$ cat src/rtl/seg_scan_driver_if.sv
// -----------------------------------------------------------------------------
// seg_scan_driver_if
//
// Write bus between upstream time/alarm logic and the seven-segment scan
// driver. The master presents a new frame of digits, decimal points and
// blink flags. It asserts load for one cycle while ready is high. The slave
// (the scan driver) captures the data on that edge and drops ready until the
// data has been committed at the next frame boundary.
//
// Signals:
//   load           master -> slave  write strobe, honoured only while ready=1
//   ready          slave  -> master high when a new write can be accepted
//   digits_in[15:0] master -> slave four hex digits, digit p = [4p+3:4p]
//   dp_in[3:0]     master -> slave  decimal point per digit, 1 = lit
//   blink_mask_in  master -> slave  per-digit blink enable, 1 = blinks
// -----------------------------------------------------------------------------
interface seg_scan_driver_if;
    logic        load;
    logic        ready;
    logic [15:0] digits_in;
    logic [3:0]  dp_in;
    logic [3:0]  blink_mask_in;

    modport master (
        output load,
        output digits_in,
        output dp_in,
        output blink_mask_in,
        input  ready
    );

    modport slave (
        input  load,
        input  digits_in,
        input  dp_in,
        input  blink_mask_in,
        output ready
    );
endinterface

$ cat src/rtl/seg_scan_driver.sv
// -----------------------------------------------------------------------------
// seg_scan_driver
//
// Four-digit, seven-segment scan driver. The 2-bit phase from the scan-clock
// divider selects the digit being shown. Every phase change turns all anodes
// off for BLANK_CYCLES+1 cycles, so the previous digit's segments do not ghost
// onto the next digit. After that interval the selected digit is driven and
// held until the next change.
//
// New content arrives through a ready/load handshake into a shadow copy. The
// shadow copy is promoted to the active copy only at a frame boundary, which
// is entry into phase 3. A whole scan frame therefore always shows one
// coherent set of digits.
//
// Parameters:
//   BLANK_CYCLES  anode-off cycles after each phase change (0..65535)
//   BLINK_FRAMES  scan frames per blink half-period (1..255)
//
// Ports:
//   clk_27Mhz     system clock
//   reset         synchronous, active-high reset
//   phase[1:0]    digit phase from the scan-clock divider
//   wr            write bus (slave side): load, ready, digits_in, dp_in,
//                 blink_mask_in
//   anode_n[3:0]  active-low digit enables, bit p = digit p
//   seg_n[6:0]    active-low segments {g,f,e,d,c,b,a}
//   dp_n          active-low decimal point
//
// Build option:
//   SEG_LEADING_ZERO_BLANK_EN  When defined, digits 3..1 are blanked while
//                              they and every higher digit are zero. Digit 0
//                              is always shown.
// -----------------------------------------------------------------------------
module seg_scan_driver #(
    parameter int unsigned BLANK_CYCLES = 16,
    parameter int unsigned BLINK_FRAMES = 68
) (
    input  logic             clk_27Mhz,
    input  logic             reset,
    input  logic [1:0]       phase,
    seg_scan_driver_if.slave wr,
    output logic [3:0]       anode_n,
    output logic [6:0]       seg_n,
    output logic             dp_n
);

    localparam logic [15:0] BLANK_LOAD = 16'(BLANK_CYCLES);
    localparam logic [7:0]  FRAME_LAST = 8'(BLINK_FRAMES - 1);

    // SCAN_BLANK: anodes off, counting down the anti-ghosting interval.
    // SCAN_HOLD:  the current digit has been driven (or nothing has been
    //             selected since reset); outputs hold until the next change.
    typedef enum logic {
        SCAN_HOLD,
        SCAN_BLANK
    } scan_state_t;

    typedef enum logic {
        BLINK_VISIBLE,
        BLINK_HIDDEN
    } blink_t;

    // Active copy (what is being scanned) and shadow copy (latest write).
    logic [15:0] act_digits;
    logic [3:0]  act_dp;
    logic [3:0]  act_mask;
    logic [15:0] sh_digits;
    logic [3:0]  sh_dp;
    logic [3:0]  sh_mask;
    logic        pending;

    logic [1:0]  phase_q;
    logic [15:0] blank_cnt;
    logic [7:0]  frame_cnt;
    blink_t      blink_st;
    scan_state_t scan_st;

    logic        phase_change;
    logic        frame_boundary;
    logic [3:0]  cur_digit;
    logic [6:0]  seg_decoded;
    logic        lz_blank;
    logic        slot_blank;

    assign phase_change   = (phase != phase_q);
    assign frame_boundary = phase_change && (phase == 2'd3);
    assign cur_digit      = act_digits[{phase_q, 2'b00} +: 4];

    // Hex to active-low {g,f,e,d,c,b,a}.
    // NOTE: every always_comb output gets a default first, so no path through
    // the block can leave it unassigned and infer a latch.
    always_comb begin
        seg_decoded = 7'h7F;
        case (cur_digit)
            4'h0: seg_decoded = 7'b1000000;
            4'h1: seg_decoded = 7'b1111001;
            4'h2: seg_decoded = 7'b0100100;
            4'h3: seg_decoded = 7'b0110000;
            4'h4: seg_decoded = 7'b0011001;
            4'h5: seg_decoded = 7'b0010010;
            4'h6: seg_decoded = 7'b0000010;
            4'h7: seg_decoded = 7'b1111000;
            4'h8: seg_decoded = 7'b0000000;
            4'h9: seg_decoded = 7'b0010000;
            4'hA: seg_decoded = 7'b0001000;
            4'hB: seg_decoded = 7'b0000011;
            4'hC: seg_decoded = 7'b1000110;
            4'hD: seg_decoded = 7'b0100001;
            4'hE: seg_decoded = 7'b0000110;
            4'hF: seg_decoded = 7'b0001110;
        endcase
    end

`ifdef SEG_LEADING_ZERO_BLANK_EN
    // A digit is a leading zero when it and every more significant digit are 0.
    always_comb begin
        lz_blank = 1'b0;
        case (phase_q)
            2'd3:    lz_blank = (act_digits[15:12] == 4'h0);
            2'd2:    lz_blank = (act_digits[15:8]  == 8'h00);
            2'd1:    lz_blank = (act_digits[15:4]  == 12'h000);
            default: lz_blank = 1'b0;
        endcase
    end
`else
    assign lz_blank = 1'b0;
`endif

    assign slot_blank = lz_blank ||
                        ((blink_st == BLINK_HIDDEN) && act_mask[phase_q]);

    // NOTE: all state in this block uses non-blocking assignments. Every
    // register then samples the pre-edge values, whatever the statement order.
    always_ff @(posedge clk_27Mhz) begin
        if (reset) begin
            act_digits <= '0;
            act_dp     <= '0;
            act_mask   <= '0;
            sh_digits  <= '0;
            sh_dp      <= '0;
            sh_mask    <= '0;
            pending    <= 1'b0;
            wr.ready   <= 1'b1;
            phase_q    <= 2'd0;
            blank_cnt  <= '0;
            frame_cnt  <= '0;
            blink_st   <= BLINK_VISIBLE;
            scan_st    <= SCAN_HOLD;
            anode_n    <= 4'hF;
            seg_n      <= 7'h7F;
            dp_n       <= 1'b1;
        end else begin
            // Handshake. ready mirrors ~pending, so a commit and an accepted
            // load can never fall on the same edge. A load accepted on a
            // boundary edge therefore waits for the following boundary.
            if (frame_boundary && pending) begin
                act_digits <= sh_digits;
                act_dp     <= sh_dp;
                act_mask   <= sh_mask;
                pending    <= 1'b0;
                wr.ready   <= 1'b1;
            end else if (wr.load && wr.ready) begin
                sh_digits  <= wr.digits_in;
                sh_dp      <= wr.dp_in;
                sh_mask    <= wr.blink_mask_in;
                pending    <= 1'b1;
                wr.ready   <= 1'b0;
            end

            // Blink timebase counts whole scan frames.
            if (frame_boundary) begin
                if (frame_cnt == FRAME_LAST) begin
                    frame_cnt <= '0;
                    blink_st  <= (blink_st == BLINK_VISIBLE) ? BLINK_HIDDEN
                                                             : BLINK_VISIBLE;
                end else begin
                    frame_cnt <= frame_cnt + 8'd1;
                end
            end

            // Scan. A change always restarts the blank interval, even one
            // that is already running.
            if (phase_change) begin
                phase_q   <= phase;
                blank_cnt <= BLANK_LOAD;
                scan_st   <= SCAN_BLANK;
                anode_n   <= 4'hF;
                seg_n     <= 7'h7F;
                dp_n      <= 1'b1;
            end else begin
                case (scan_st)
                    SCAN_BLANK: begin
                        if (blank_cnt != 16'd0) begin
                            blank_cnt <= blank_cnt - 16'd1;
                        end else begin
                            scan_st <= SCAN_HOLD;
                            if (!slot_blank) begin
                                anode_n <= ~(4'b0001 << phase_q);
                                seg_n   <= seg_decoded;
                                dp_n    <= ~act_dp[phase_q];
                            end
                        end
                    end
                    default: ;  // SCAN_HOLD: outputs hold
                endcase
            end
        end
    end

endmodule

$ cat src/flat_wrapper.sv
// flat-port wrapper written by rule: the top's interface ports become plain ports
module seg_scan_driver_flat 
#(
    parameter int unsigned BLANK_CYCLES = 16,
    parameter int unsigned BLINK_FRAMES = 68
)
  (clk_27Mhz, reset, phase, anode_n, seg_n, dp_n, wr_load, wr_digits_in, wr_dp_in, wr_blink_mask_in, wr_ready);
  seg_scan_driver_if wr_i ();
  input  logic clk_27Mhz;
  input  logic reset;
  input  logic [1:0] phase;
  output logic [3:0] anode_n;
  output logic [6:0] seg_n;
  output logic dp_n;
  input wire logic [$bits(wr_i.load)-1:0] wr_load;
  input wire logic [$bits(wr_i.digits_in)-1:0] wr_digits_in;
  input wire logic [$bits(wr_i.dp_in)-1:0] wr_dp_in;
  input wire logic [$bits(wr_i.blink_mask_in)-1:0] wr_blink_mask_in;
  output wire logic [$bits(wr_i.ready)-1:0] wr_ready;
  assign wr_i.load = wr_load;
  assign wr_i.digits_in = wr_digits_in;
  assign wr_i.dp_in = wr_dp_in;
  assign wr_i.blink_mask_in = wr_blink_mask_in;
  assign wr_ready = wr_i.ready;
  seg_scan_driver #(.BLANK_CYCLES(BLANK_CYCLES), .BLINK_FRAMES(BLINK_FRAMES)) u_core (.clk_27Mhz(clk_27Mhz), .reset(reset), .phase(phase), .wr(wr_i), .anode_n(anode_n), .seg_n(seg_n), .dp_n(dp_n));
endmodule
$ cat config.mk
export PLATFORM = sky130hd
export DESIGN_NAME = seg_scan_driver_flat
export DESIGN_NICKNAME = d
export VERILOG_FILES = /design/src/rtl/seg_scan_driver_if.sv /design/src/rtl/seg_scan_driver.sv /design/src/flat_wrapper.sv
export SDC_FILE = /design/constraint.sdc
export NUM_CORES = 1
export LEC_CHECK = 0
export BUFFER_PORTS_ARGS = -buffer_cell sky130_fd_sc_hd__buf_4
export CORE_ASPECT_RATIO = 0.75
export CORE_MARGIN = 5
export CORE_UTILIZATION = 28
export CTS_BUF_LIST = sky130_fd_sc_hd__clkbuf_8 sky130_fd_sc_hd__clkbuf_16
export CTS_CLUSTER_DIAMETER = 150
export CTS_CLUSTER_SIZE = 10
export DETAILED_ROUTE_END_ITERATION = 8
export PLACE_DENSITY_LB_ADDON = 0.12
export SYNTH_ARGS = -nofsm -noshare
export SYNTH_HDL_FRONTEND = slang
export SYNTH_SLANG_ARGS = --single-unit
$ cat constraint.sdc
create_clock -name clk_27Mhz -period 3.6 [get_ports clk_27Mhz]
set_input_delay 0.54 -clock clk_27Mhz [delete_from_list [all_inputs] [get_ports clk_27Mhz]]
set_output_delay 0.54 -clock clk_27Mhz [all_outputs]
set_load 0.02 [all_outputs]
==> results of run 1 <==
## Yosys cell counts, types with 2 or more instances
cell type | count | area, um2
and2_1 | 4 | 25.0
clkbuf_1 | 17 | 63.8
nor3_1 | 9 | 45.0
nor3b_1 | 5 | 37.5
mux2i_1 | 10 | 100
xor2_1 | 17 | 149
ha_1 | 8 | 100
xnor2_1 | 10 | 87.6
or2_2 | 6 | 37.5
nand4_1 | 8 | 50.1
nor4_1 | 2 | 12.5
o21ai_1 | 3 | 15.0
nor2b_1 | 7 | 43.8
mux4_2 | 8 | 180
nand3_1 | 6 | 30.0
o21ai_0 | 10 | 50.1
nor2_1 | 45 | 169
buf_2 | 8 | 40.0
dfxtp_1 | 90 | 1800
or4b_2 | 2 | 20.0
mux2_2 | 2 | 22.5
o211ai_1 | 4 | 30.0
inv_1 | 8 | 30.0
o22ai_1 | 2 | 12.5
nand2_1 | 115 | 432
a21oi_1 | 56 | 280
or3_1 | 3 | 18.8
a211oi_1 | 2 | 15.0
## flip-flops by register name, summed over array words and instances, names as in the netlist, 2 cells and up
| name | flops |
|---|---|
| u_core.blank_cnt | 16 |
| u_core.phase_q | 2 |
| u_core.act_dp | 4 |
| u_core.act_digits | 16 |
| u_core.anode_n | 4 |
| u_core.sh_digits | 16 |
| u_core.frame_cnt | 8 |
| u_core.act_mask | 4 |
| u_core.sh_mask | 4 |
| u_core.seg_n | 7 |
| u_core.sh_dp | 4 |
## worst register-to-register path, cell delays in order, from the launching register on
cell and delay (ps):
dfxtp_1 790, mux4_2 700, inv_1 150, ha_1 260
a21oi_1 130, a211oi_1 70, a211o_1 270
## layout make-up
cell class | count | area [um2]
flip-flops and latches | 90 | 1800
well taps | 200 | 250
clock inverters | 4 | 20.0
inverters | 8 | 30.0
multi-input cells | 358 | 2150
clock buffers | 11 | 253
repair buffers | 47 | 353
fillers | 1532 | 9550
## cells in the final DEF (no fill, tap or decap), types with 10 or more instances in the layout
master	instances
o21ai_0	10
xnor2_1	10
buf_4	47
nor2_1	45
inv_1	10
dfxtp_1	90
nand2_1	115
a21oi_1	56
xor2_1	17
mux2i_1	10
## metrics by stage
| stage | util, % | std cells | setup slack [ps] | cell area, um2 |
|---|---|---|---|---|
| global route | 33.7 | 718 | 839 | 4850 |
| finish | 33.7 | 718 | 1110 | 4850 |
| CTS | 33.7 | 718 | 1070 | 4850 |
| floorplan | - | 482 | 1570 | 4090 |
| global placement | 31.8 | 703 | 1160 | 4580 |
| detailed placement | 31.8 | 703 | 1090 | 4580 |
## cell families after synthesis
| kind of cell | after synthesis | synth area share, % |
|---|---|---|
| XOR/XNOR | 27 | 5.78 |
| buffers and inverters | 34 | 3.55 |
| AND/OR/NAND/NOR | 221 | 25.0 |
| adder cells (fa/ha/maj) | 8 | 2.45 |
| multiplexers | 20 | 7.41 |
| flip-flops | 90 | 44.1 |
| AO/OA/AOI/OAI | 82 | 11.7 |
## final timing paths
path	endpoint	slack, ps	cells past startpoint
worst max-delay path	u_core.seg_n[1]	1110	6
worst min register to register	u_core.act_digits[5]	460	2
worst min-delay path	u_core.sh_digits[9]	440	3
worst max register to register	u_core.seg_n[1]	1110	6
## metal layers
layer	up-vias	global-route usage, %	part of all wire (%)
li1	1695	-	-
met1	1510	17.9	55
met2	51	16.3	39
met3	14	4.16	4.6
met4	0	4.57	1.6
met5	-	0	0
## power by group through the flow
| stage | clock [uW] | sequential [uW] | combinational (uW) |
|---|---|---|---|
| 3_3_place_gp | 0 | 1080 | 237 |
| 2_1_floorplan | 0 | 1070 | 174 |
| 3_5_place_dp | 0 | 1080 | 241 |
| 4_1_cts | 907 | 1060 | 241 |
| 5_1_grt | 955 | 1060 | 269 |
| 6_report | 871 | 1060 | 238 |
==> run_results.csv, run 1 <==
group,metric,value,unit
run_status,status,"completed",
critical_path,cp_max_fo,17,
min_path,holdCritPathClass,"input pin to register",
synth,synth.avg_cell_area,8.48,um2
detailed_routing,drcViolationCount,0,
clocking,path_clk_slew,60,ps
clocking,cts_max_path_buffers,2,
layout,syn2layout_area_growth,18.8,%
place,dp_hpwl,7030,um
synth,synth-edff-count,0,
timing,rsz0062_at_grt,"no",
floorplan,core-area,14400,um2
synth,ys_async_sr_fraction,0,%
floorplan,rows,38,
synth,ys_warn_count,0,
synth,synth_ff_type,"dfxtp_1",
critical_path,slowest_stage,"dfxtp_1",
critical_path,reg2reg_from,"u_core.phase_q[0]",
pwr,p_comb_share,11.0,%
timing,fin_hold_ws,435,ps
pwr,switching_share,25.0,%
timing,min_period,2490,ps
timing,slew_headroom,40.9,%
critical_path,crit_path_start_kind,"register",
timing,max_clock_freq,402,MHz
pwr,leakagePower,0.00175,uW
grt,grt_pass1_vias,3208,
floorplan,num_io_pins,42,
critical_path,cp.required,3840,ps
floorplan,die_x,150,um
timing,hold_viol,0,
grt,grt_max_degree,61,
synth,yosysUniqueCellTypes,43,
clocking,cts_tree,"done",
grt,gr-total-overflow,0,
detailed_routing,drt_iter0_drc,254,
grt,grt_pass1_wl,16400,um
grt,antenna_found_initial,0,
synth,syn_area,4090,um2
critical_path,critPathBufInv,1,
synth,synth.net_count,519,
clocking,cts_setup_buffers,0,
job,cap_violations,0,
synth,syn_inst,482,
critical_path,crit_type,"register to register",
layout,final_nets,551,
timing,drv_slew,0,
timing,fin_crit_sh,69.1,%
synth,yosysSeqAreaShare,44.1,%
pwr,powerDensity,447,nW/um2
critical_path,cpLargestDelayFamily,"flip-flops",
clocking,numCtsBuffers,9,
clocking,cts.sinks,90,
critical_path,critPathMaxStageDelay,790,ps
critical_path,cp-end-kind,"register",
clocking,cts_root_buffer,"clkbuf_16",
critical_path,crit_chain,"mux4_2, inv_1, ha_1, a21oi_1, a211oi_1, a211o_1",
pwr,p_switching,542,uW
detailed_routing,drt_pass1_iterations,4,
timing,worst_slew_pin_slew,887,ps
timing,clock_skew,8.01,ps
grt,grt_use_total,12.2,%
detailed_routing,wirelength,9670,um
timing,setup_viol,0,
detailed_routing,drt-vias-per-instance,4.55,
critical_path,crit_arrival,2720,ps
detailed_routing,wl_per_cell,13.5,um
pwr,max-vdd-ir-drop,0.219,mV
critical_path,crit_path_start,"u_core.phase_q[0]",
floorplan,start_util,28.4,%
detailed_routing,num_vias,3270,
detailed_routing,ant_nets,0,
layout,diodes,0,
pwr,p_seq_share,48.9,%
timing,fin_tns_setup,0,ps
pwr,intPower,1630,uW
clocking,cts_hold_buf,0,
min_path,hp-start,"wr_digits_in[9]",
pwr,clockPowerShare,40.1,%
clocking,cts_resized,0,
floorplan,die_h,115,um
clocking,clk-insertion-delay-late,350,ps
layout,drive_gt1_share,16.8,%
floorplan,die_area,17100,um2
pwr,finalPower,2170,uW
clocking,h-tree-depth,3,
synth,ys_seq_elements,90,
place,io_buffers,41,
place,gp_congestion,0.743,
(Power assumes the default switching activity.)
==> run 2, diff against run 1 <==
--- a/config.mk
+++ b/config.mk
@@ -5,6 +5,7 @@
 export SDC_FILE = /design/constraint.sdc
 export NUM_CORES = 1
 export LEC_CHECK = 0
+export ABC_AREA = 1
 export BUFFER_PORTS_ARGS = -buffer_cell sky130_fd_sc_hd__buf_4
 export CORE_ASPECT_RATIO = 0.75
 export CORE_MARGIN = 5
==> constraint.sdc (replaced) <==
create_clock -name clk_27Mhz -period 2.4 [get_ports clk_27Mhz]
set_input_delay 0.36 -clock clk_27Mhz [delete_from_list [all_inputs] [get_ports clk_27Mhz]]
set_output_delay 0.36 -clock clk_27Mhz [all_outputs]
set_load 0.02 [all_outputs]
==> run 2 against run 1 <==
Critical endpoint is now u_core.sh_digits[11]; clock-buffer cell count shrank 2; largest power group unchanged; cell count grew 20%; core utilization shrank 0.41 points.
==> run_results.csv, run 2 <==
group,metric,value,unit
run_status,status,"completed",
grt,grt_pass1_vias,3889,
critical_path,cp.required,2690,ps
pwr,finalPower,3510,uW
layout,fillers,1676,
synth,synth.avg_cell_area,7.10,um2
critical_path,worstReg2RegEnd,"u_core.sh_digits[11]",
synth,synth_common_cells,"nand2_1 (168), dfxtp_1 (90), nor2_1 (86), nand3_1 (61), a21oi_1 (45)",
synth,yosysSeqAreaShare,40.6,%
critical_path,crit_path_start_kind,"register",
critical_path,crit_arrival,2270,ps
layout,mostFrequentLayoutCell,"nand2_1",
clocking,cts_setup_buffers,0,
job,cap_violations,0,
layout,final_cell_mix,"nand2_1 (168), dfxtp_1 (90), nor2_1 (86)",
synth,synth_area_leaders,"dfxtp_1 (41%), nand2_1 (14%), nor2_1 (7.3%)",
min_path,holdCritPathClass,"input pin to register",
synth,netlist.area_leader.share,40.6,%
clocking,path_clk_slew,70,ps
clocking,numCtsBuffers,9,
min_path,hp-start,"wr_digits_in[4]",
synth,ys_seq_elements,90,
floorplan,num_io_pins,42,
floorplan,core-area,15400,um2
timing,worst_slew_pin_slew,507,ps
detailed_routing,ant_nets,0,
synth,synth_top_area_cell,"dfxtp_1",
timing,fin_tns_setup,0,ps
pwr,leakagePower,0.00216,uW
synth,yosysUniqueCellTypes,32,
grt,gr-total-overflow,0,
timing,clock_skew,6.42,ps
place,dp_hpwl,7930,um
detailed_routing,wl_per_cell,12.5,um
clocking,cts_tree,"done",
timing,max_clock_freq,504,MHz
critical_path,crit_type,"register to register",
grt,antenna_found_initial,0,
timing,rsz0062_at_grt,"no",
layout,top_regs,"u_core.act_digits: 16 flops, u_core.blank_cnt: 16 flops, u_core.sh_digits: 16 flops",
pwr,powerDensity,687,nW/um2
detailed_routing,drcViolationCount,0,
synth,yosys.cell_count.top_type,"nand2_1",
grt,grt_max_degree,34,
timing,drv_slew,0,
layout,syn2layout_area_growth,15.4,%
detailed_routing,drt-vias-per-instance,4.48,
critical_path,critPathMaxStageDelay,640,ps
floorplan,rows,39,
floorplan,die_x,155,um
clocking,cts.sinks,90,
synth,synth_ff_type,"dfxtp_1",
timing,min_period,1980,ps
critical_path,crit_chain,"nand2_2, nand3_2, inv_2, nand2_4, nand2_4, inv_2, nor2_1, nor2_1",
grt,grt_pass1_wl,18900,um
detailed_routing,drt_iter0_drc,188,
clocking,cts_hold_buf,0,
place,gp_congestion,0.792,
synth,syn_inst,624,
floorplan,die_area,18500,um2
critical_path,reg2regPathDepth,8,
timing,fin_crit_sh,82.6,%
synth,synth-edff-count,0,
pwr,max-vdd-ir-drop,0.340,mV
critical_path,slowest_stage,"dfxtp_1",
synth,synth.net_count,661,
detailed_routing,wirelength,10800,um
synth,ys_async_sr_fraction,0,%
place,place_inst,847,
critical_path,critPathBufInv,2,
timing,setup_viol,0,
clocking,h-tree-depth,3,
clocking,clk-insertion-delay-late,350,ps
place,io_buffers,41,
layout,diodes,0,
timing,slew_headroom,66.1,%
synth,ys_warn_count,0,
layout,final_nets,690,
synth,syn_area,4430,um2
clocking,cts_resized,0,
critical_path,cp-end-kind,"register",
critical_path,r2r_slack,420,ps
timing,hold_viol,0,
critical_path,cpLargestDelayFamily,"simple AND/OR/NAND/NOR gates",
detailed_routing,drt_pass1_iterations,5,
layout,drive_gt1_share,16.9,%
critical_path,reg2reg_from,"u_core.phase_q[1]",
min_path,hold_depth,3,
floorplan,start_util,28.8,%
layout,fin_util,33.3,%
clocking,cts_root_buffer,"clkbuf_16",
layout,finalNonFillerCells,863,
grt,grt_use_total,12.6,%
min_path,hold-path-endpoint,"u_core.sh_digits[4]",
clocking,cts_max_path_buffers,2,
critical_path,cp_max_fo,25,
floorplan,die_h,119,um
detailed_routing,num_vias,3870,
-- run 2: cell types whose count changed after synthesis, sizes merged, moves of 7 or more --
cell    delta
inv       +35
xor2      -11
clkbuf     -9
nand3     +57
xnor2      -7
nand2     +66
o21ai     +21
mux4       -8
nor2      +56
nor2b      -7
mux2i     -10
buf       +12
-- run 2: worst max-delay path by stage --
stage / to / from / cells after the start
global placement: u_core.sh_dp[2] / u_core.phase_q[1] / 8
global route: u_core.sh_digits[2] / u_core.phase_q[1] / 8
floorplan: u_core.seg_n[3] / u_core.phase_q[0] / 14
detailed placement: u_core.sh_digits[11] / u_core.phase_q[1] / 8
finish: u_core.sh_digits[11] / u_core.phase_q[1] / 8
CTS: u_core.sh_digits[11] / u_core.phase_q[1] / 8
-- run 2: cell type report --
cell class | count | area, um2 | area share [%]
clock buffer | 9 | 225 | 4.40
clock inverter | 7 | 53.8 | 1.05
inverter | 43 | 161 | 3.15
multi-input combinational | 462 | 2260 | 44.3
sequential | 90 | 1800 | 35.2
tap | 205 | 256 | 5.01
timing repair buffer | 47 | 353 | 6.90
-- run 2: worst min-delay path, stage by stage --
cell and delay [ps]:
buf_4 80, o21ai_1 50, nor2_1 70
-- run 2: power by group --
part	total, uW	leakage [uW]	switching, uW	internal [uW]
logic	554	0.00130	358	197
registers	1620	0.000734	53.4	1560
clock network	1340	0.000128	637	707
total	3510	0.00216	1050	2470
-- run 2: cell families after synthesis --
| group | count (synthesis) | synth area share, % |
|---|---|---|
| xor gates and xnor gates | 9 | 1.78 |
| AOI/OAI and AO/OA | 89 | 11.1 |
| buffers and inverters | 72 | 8.27 |
| DFF | 90 | 40.6 |
| adders and majority gates | 8 | 2.26 |
| and+or+nand+nor | 356 | 36.0 |
-- run 2: metal layers --
layer  track usage (%)  wire length (um)  up-vias
li1                  -                 -     2055
met1              16.9              5510     1767
met2              19.8              4780       38
met3              3.52               334       10
met4              3.94               153        0
met5                 0                 0        -
-- run 2: through the flow --
step           worst slack (ps)  instance area (um2)  hold slack (ps)
3_5_place_dp                404                 4840              453
3_3_place_gp                524                 4840              447
2_1_floorplan               832                 4430              424
6_report                    416                 5120              241
5_1_grt                     163                 5120              240
4_1_cts                     397                 5120              226
